==> config.mk <==
export PLATFORM = sky130hd
export DESIGN_NAME = bus_rcv
export DESIGN_NICKNAME = d
export VERILOG_FILES = /design/src/rtl/bus_rcv.sv
export SDC_FILE = /design/constraint.sdc
export NUM_CORES = 1
export LEC_CHECK = 0
export BUFFER_PORTS_ARGS = -buffer_cell sky130_fd_sc_hd__buf_2
export CELL_PAD_IN_SITES_DETAIL_PLACEMENT = 1
export CELL_PAD_IN_SITES_GLOBAL_PLACEMENT = 1
export CORE_MARGIN = 2
export CORE_UTILIZATION = 30
export DETAILED_ROUTE_END_ITERATION = 6
export PLACE_DENSITY_LB_ADDON = 0.1
export SYNTH_ARGS = -nofsm -noshare
export SYNTH_HDL_FRONTEND = slang
export SYNTH_SLANG_ARGS = --single-unit
==> constraint.sdc <==
create_clock -name CK -period 2.1 [get_ports CK]
set_input_delay 0.42 -clock CK [delete_from_list [all_inputs] [get_ports CK]]
set_output_delay 0.42 -clock CK [all_outputs]
set_load 0.01 [all_outputs]
==> src/rtl/bus_rcv.sv <==
// bus_rcv: samples a shared tri-state bus whenever BE is asserted, rejects
// samples carrying X/Z, and queues the clean words in a small FIFO for a
// valid/ready consumer. A three-state FSM (IDLE/ACTIVE/FAULT) is exposed on ST.
//
// Handshake: the consumer sees the head word on Q while QV=1; a word is popped
// on every rising CK edge where QV=1 and QR=1. QV never depends on QR, and Q
// holds steady until the word is popped.
module bus_rcv #(
  parameter int W     = 8,
  parameter int DEPTH = 4
) (
  input  logic         CK,
  input  logic         R,
  input  logic [W-1:0] BUS,
  input  logic         BE,
  input  logic         CLR,
  input  logic         QR,
  output logic [W-1:0] Q,
  output logic         QV,
  output logic [4:0]   CNT,
  output logic [1:0]   ST,
  output logic         ERR,
  output logic         OVF,
  output logic [7:0]   ECNT
);

  localparam int AW = (DEPTH > 1) ? $clog2(DEPTH) : 1;

  typedef enum logic [1:0] {
    S_IDLE   = 2'b00,
    S_ACTIVE = 2'b01,
    S_FAULT  = 2'b10
  } state_t;

  state_t         st_q, st_d;
  logic [W-1:0]   cap_q, cap_d;
  logic           cap_v_q, cap_v_d;
  logic [W-1:0]   mem_q [DEPTH];
  logic [AW-1:0]  wr_ptr_q, wr_ptr_d;
  logic [AW-1:0]  rd_ptr_q, rd_ptr_d;
  logic [AW-1:0]  rd_next;
  logic [4:0]     cnt_q, cnt_d;
  logic [W-1:0]   q_q, q_d;
  logic           err_q, err_d;
  logic           ovf_q, ovf_d;
  logic [7:0]     ecnt_q, ecnt_d;

  logic           dirty;
  logic           clean;
  logic           pop;
  logic           full;
  logic           push_req;
  logic           push;
  logic           ovf_set;

  // Classify the captured word and decide the FIFO operations for this cycle.
  always_comb begin
    // An X or Z bit survives the self-XOR as X, which the case inequality
    // detects in simulation; real hardware only ever carries 0/1, so the
    // check collapses to "clean".
    dirty    = cap_v_q && ((cap_q ^ cap_q) !== '0);
    clean    = cap_v_q && !dirty;
    full     = (cnt_q == 5'(DEPTH));
    pop      = (cnt_q != 5'd0) && QR;
    push_req = clean && (st_q != S_FAULT);
    // A full FIFO can still take a word when the head leaves in the same cycle.
    push     = push_req && (!full || pop);
    ovf_set  = push_req && full && !pop;
    rd_next  = rd_ptr_q + AW'(1);
  end

  // Next-state computation for capture stage, FSM, FIFO and status flags.
  always_comb begin
    cap_v_d  = BE;
    cap_d    = BE ? BUS : cap_q;

    st_d = st_q;
    case (st_q)
      S_IDLE:   if (BE) st_d = S_ACTIVE;
      S_ACTIVE: begin
        if (dirty)    st_d = S_FAULT;
        else if (!BE) st_d = S_IDLE;
      end
      S_FAULT:  if (CLR) st_d = S_IDLE;
      default:  st_d = S_IDLE;
    endcase

    wr_ptr_d = push ? wr_ptr_q + AW'(1) : wr_ptr_q;
    rd_ptr_d = pop  ? rd_next : rd_ptr_q;

    cnt_d = cnt_q;
    if (push && !pop)      cnt_d = cnt_q + 5'd1;
    else if (pop && !push) cnt_d = cnt_q - 5'd1;

    // Q mirrors the head word; when the FIFO drains it keeps the last value.
    q_d = q_q;
    if (cnt_d != 5'd0) begin
      if (pop && (cnt_q > 5'd1))                   q_d = mem_q[rd_next];
      else if (pop || (cnt_q == 5'd0))             q_d = cap_q;
    end

    // Set conditions beat CLR so an event in the clearing cycle is not lost.
    err_d = err_q;
    if (dirty)    err_d = 1'b1;
    else if (CLR) err_d = 1'b0;

    ovf_d = ovf_q;
    if (ovf_set)  ovf_d = 1'b1;
    else if (CLR) ovf_d = 1'b0;

    ecnt_d = ecnt_q;
    if (CLR)                             ecnt_d = dirty ? 8'd1 : 8'd0;
    else if (dirty && (ecnt_q != 8'hFF)) ecnt_d = ecnt_q + 8'd1;
  end

  // State register with synchronous reset taking priority over everything.
  always_ff @(posedge CK) begin
    if (R) begin
      st_q     <= S_IDLE;
      cap_q    <= '0;
      cap_v_q  <= 1'b0;
      wr_ptr_q <= '0;
      rd_ptr_q <= '0;
      cnt_q    <= 5'd0;
      q_q      <= '0;
      err_q    <= 1'b0;
      ovf_q    <= 1'b0;
      ecnt_q   <= 8'd0;
      for (int i = 0; i < DEPTH; i++) mem_q[i] <= '0;
    end else begin
      st_q     <= st_d;
      cap_q    <= cap_d;
      cap_v_q  <= cap_v_d;
      wr_ptr_q <= wr_ptr_d;
      rd_ptr_q <= rd_ptr_d;
      cnt_q    <= cnt_d;
      q_q      <= q_d;
      err_q    <= err_d;
      ovf_q    <= ovf_d;
      ecnt_q   <= ecnt_d;
      if (push) mem_q[wr_ptr_q] <= cap_q;
    end
  end

  // Outputs come straight from registers.
  always_comb begin
    Q    = q_q;
    QV   = (cnt_q != 5'd0);
    CNT  = cnt_q;
    ST   = st_q;
    ERR  = err_q;
    OVF  = ovf_q;
    ECNT = ecnt_q;
  end

endmodule

==> impl_metrics.json <==
{
  "crit_family": "compound AO/OA/AOI/OAI gates",
  "power_per_cell_area_mw_per_mm2": 1300,
  "drc": 0,
  "first_pass_iters": 4,
  "max_stage_delay_ns": 0.44,
  "final_common_cell": "buf_2",
  "async_reset_ff_share_pct": 0,
  "synth_ff_type": "dfxtp_1",
  "seq_power_share_pct": 31.8,
  "setup_violations": 3,
  "syn2layout_area_growth_pct": 24.8,
  "grt_pass1_wl_um": 13100,
  "violations": "negative setup slack",
  "worstSkewPairLatency_ns": 0.34,
  "drive_gt1_share_pct": 36.5,
  "critPathLaunchType": "flop",
  "p_int_uw": 3350,
  "cp_slowest_cell": "or3b_4",
  "vias_per_cell": 4.68,
  "status": "complete, but fails checks",
  "rsz0062_at_grt": "yes",
  "p_leak_uw": 0.00171,
  "cts.sinks": 68,
  "crit_type": "reg -> reg",
  "holdBufCountCts": 0,
  "final_cell_mix": "36 x buf_2, 34 x dfxtp_1, 33 x buf_4",
  "seq_area_frac_synth_pct": 51.4,
  "wl_per_cell_um": 16.0,
  "synth_cells": 282,
  "fp.dieArea_sq_mm": 0.0118,
  "fin_ws_ns": -0.0321,
  "worstMarginPinSlew_ns": 0.509,
  "period_minus_slack_ns": 2.13,
  "cp.required_ns": 2.35,
  "final_hold_viol_count": 0,
  "cp.arrival_ns": 2.38,
  "synth.distinct_cells": 54,
  "synth_area_sq_mm": 0.00327,
  "maxSlewViolCount": 0,
  "drtIter0Drc": 74,
  "finalNetCount": 365,
  "io_pins": 39,
  "clk_pin_slew_ns": 0.08,
  "overflow": 0,
  "dp.final_hpwl_um": 5610,
  "root_buffer": "clkbuf_8",
  "cts_tree": "yes",
  "slew_headroom_pct": 66.0,
  "maxCapViolations": 0,
  "p_sw_uw": 1940,
  "finalClockSkew_ns": 0.0100,
  "swShare_pct": 36.7,
  "cp_cell_sequence": "inv_4 -> ha_4 -> or3b_4 -> o221ai_2 -> o211ai_1 -> and4_4 -> a21o_4 -> a221oi_2",
  "cts_max_path_buffers": 2,
  "timing.fmax_mhz": 469,
  "synth_seq_cells": 68,
  "cp_max_fo": 8,
  "core_area_sq_mm": 0.0107,
  "cts_buffers": 9,
  "gp_congestion": 0.757,
  "grt_pass1_vias": 2401,
  "dieWidth_um": 108,
  "dp_slack_ns": -0.113,
  "htree_levels": 3,
  "synth_warnings": 0,
  "syn_avg_cell_area_sq_um": 11.6,
  "combPwrFrac_pct": 46.2,
  "crit_buf_inv": 1,
  "cp-end-kind": "flop",
  "die_h_um": 108,
  "start_util_pct": 30.5,
  "peakVddDrop_mv": 0.359,
  "antennaDiodeCount": 0,
  "port_buffers": 36,
  "drtAntennaViolNets": 0,
  "p_clk_share_pct": 22.0,
  "hold_path_class": "in -> reg",
  "antenna_found_initial": 0,
  "synth_edf_count": 32,
  "final.period_utilization_pct": 102,
  "num_vias": 2305,
  "grt_use_total_pct": 14.7,
  "rows": 38,
  "fill_cells": 1228,
  "grt_start_max_net_pins": 25,
  "fin_setup_tns_ns": -0.0718,
  "wl_um": 7880
}
==> worst min-delay path, delay by kind of cell <==
family / cells / cell delay [ns]
AND/OR/NAND/NOR: 1 / 0.07
multiplexers: 1 / 0.06
buffers and inverters: 1 / 0.07
==> flip-flops by register name, indices dropped and copies added, names as in the netlist <==
name / cells
OVF: 1
cap_q: 8
CNT: 5
mem_q: 32
Q: 8
ST: 1
rd_ptr_q: 2
cap_v_q: 1
ECNT: 8
wr_ptr_q: 2
==> logic make-up after synthesis <==
logic type                 Yosys count  synth area share (%)
and+or+nand+nor                    112                  19.6
buffers and inverters               30                  5.50
xor gates and xnor gates             6                  1.60
other                                1                 0.115
adders and majority gates            4                  1.53
muxes                               18                  8.56
AOI/OAI and AO/OA                   43                  11.8
DFF                                 68                  51.4
==> synthesized netlist by cell type (2+ instances only) <==
cell	count	area (sq um)
dfxtp_1	36	721
edfxtp_1	32	961
and2_1	26	163
nor2_1	25	93.8
and3_1	16	100
inv_1	13	48.8
mux2i_1	10	100
nor2b_1	10	62.6
a221oi_2	8	120
mux4_2	8	180
nand2_1	8	30.0
a211oi_1	7	52.6
a21oi_1	7	35.0
and2b_1	6	45.0
clkbuf_1	5	18.8
buf_4	4	30.0
ha_1	4	50.1
o21ai_0	4	20.0
xnor2_1	4	35.0
a32o_1	3	30.0
buf_6	3	33.8
or2_2	3	18.8
and3b_1	2	17.5
clkbuf_8	2	27.5
nand2b_1	2	12.5
nand3_1	2	10.0
nand3b_1	2	15.0
nor3_1	2	10.0
o21bai_1	2	15.0
xor2_1	2	17.5
==> through the flow <==
step	std cells	utilization, %	hold WS (ns)	power, uW	cell area [sq um]
2_1_floorplan	283	-	0.481	3180	3310
3_3_place_gp	475	35.3	0.436	3940	3790
3_5_place_dp	475	35.3	0.439	3960	3790
4_1_cts	492	37.7	0.296	5300	4050
5_1_grt	493	38.0	0.323	5690	4090
6_report	493	38.0	0.311	5300	4090
==> area by class of cell <==
type                       instances  area [sq um]  share of cell area (%)
sequential                        68          1690                    41.3
multi-input combinational        186          1510                    36.9
timing repair buffer              70           448                    11.0
tap                              140           175                    4.29
clock buffer                      11           153                    3.73
clock inverter                     5          60.1                    1.47
inverter                          13          53.8                    1.32
==> worst paths after layout <==
kind / start / slack, ns / cells past startpoint / end
worst min-delay path: BUS[4] / 0.31 / 3 / cap_q[4]
worst max-delay path: CNT[0] / -0.03 / 8 / Q[5]
worst max register to register: CNT[0] / -0.03 / 8 / Q[5]
worst min register to register: ECNT[6] / 0.46 / 1 / ECNT[6]
==> power groups by stage <==
stage          sequential [uW]  clock (uW)  combinational [uW]
2_1_floorplan             1720           0                1460
3_3_place_gp              1710           0                2230
3_5_place_dp              1710           0                2250
4_1_cts                   1690        1200                2400
5_1_grt                   1710        1260                2710
6_report                  1680        1170                2450
==> metal layers <==
metal / part of all wire, % / GRT usage (%)
met5: 0 / 0
met4: 1.4 / 5.40
met3: 3.1 / 2.77
met2: 45 / 23.0
met1: 50 / 20.3
==> repair_timing <==
action                                  in CTS  in global routing
resized for setup                            9                  7
buffers inserted                             1                  1
pin swaps                                    3                  6
endpoints found under the setup margin      17                 17
cloned                                       1                  0
No activity file was read; power rests on OpenSTA's default activity.
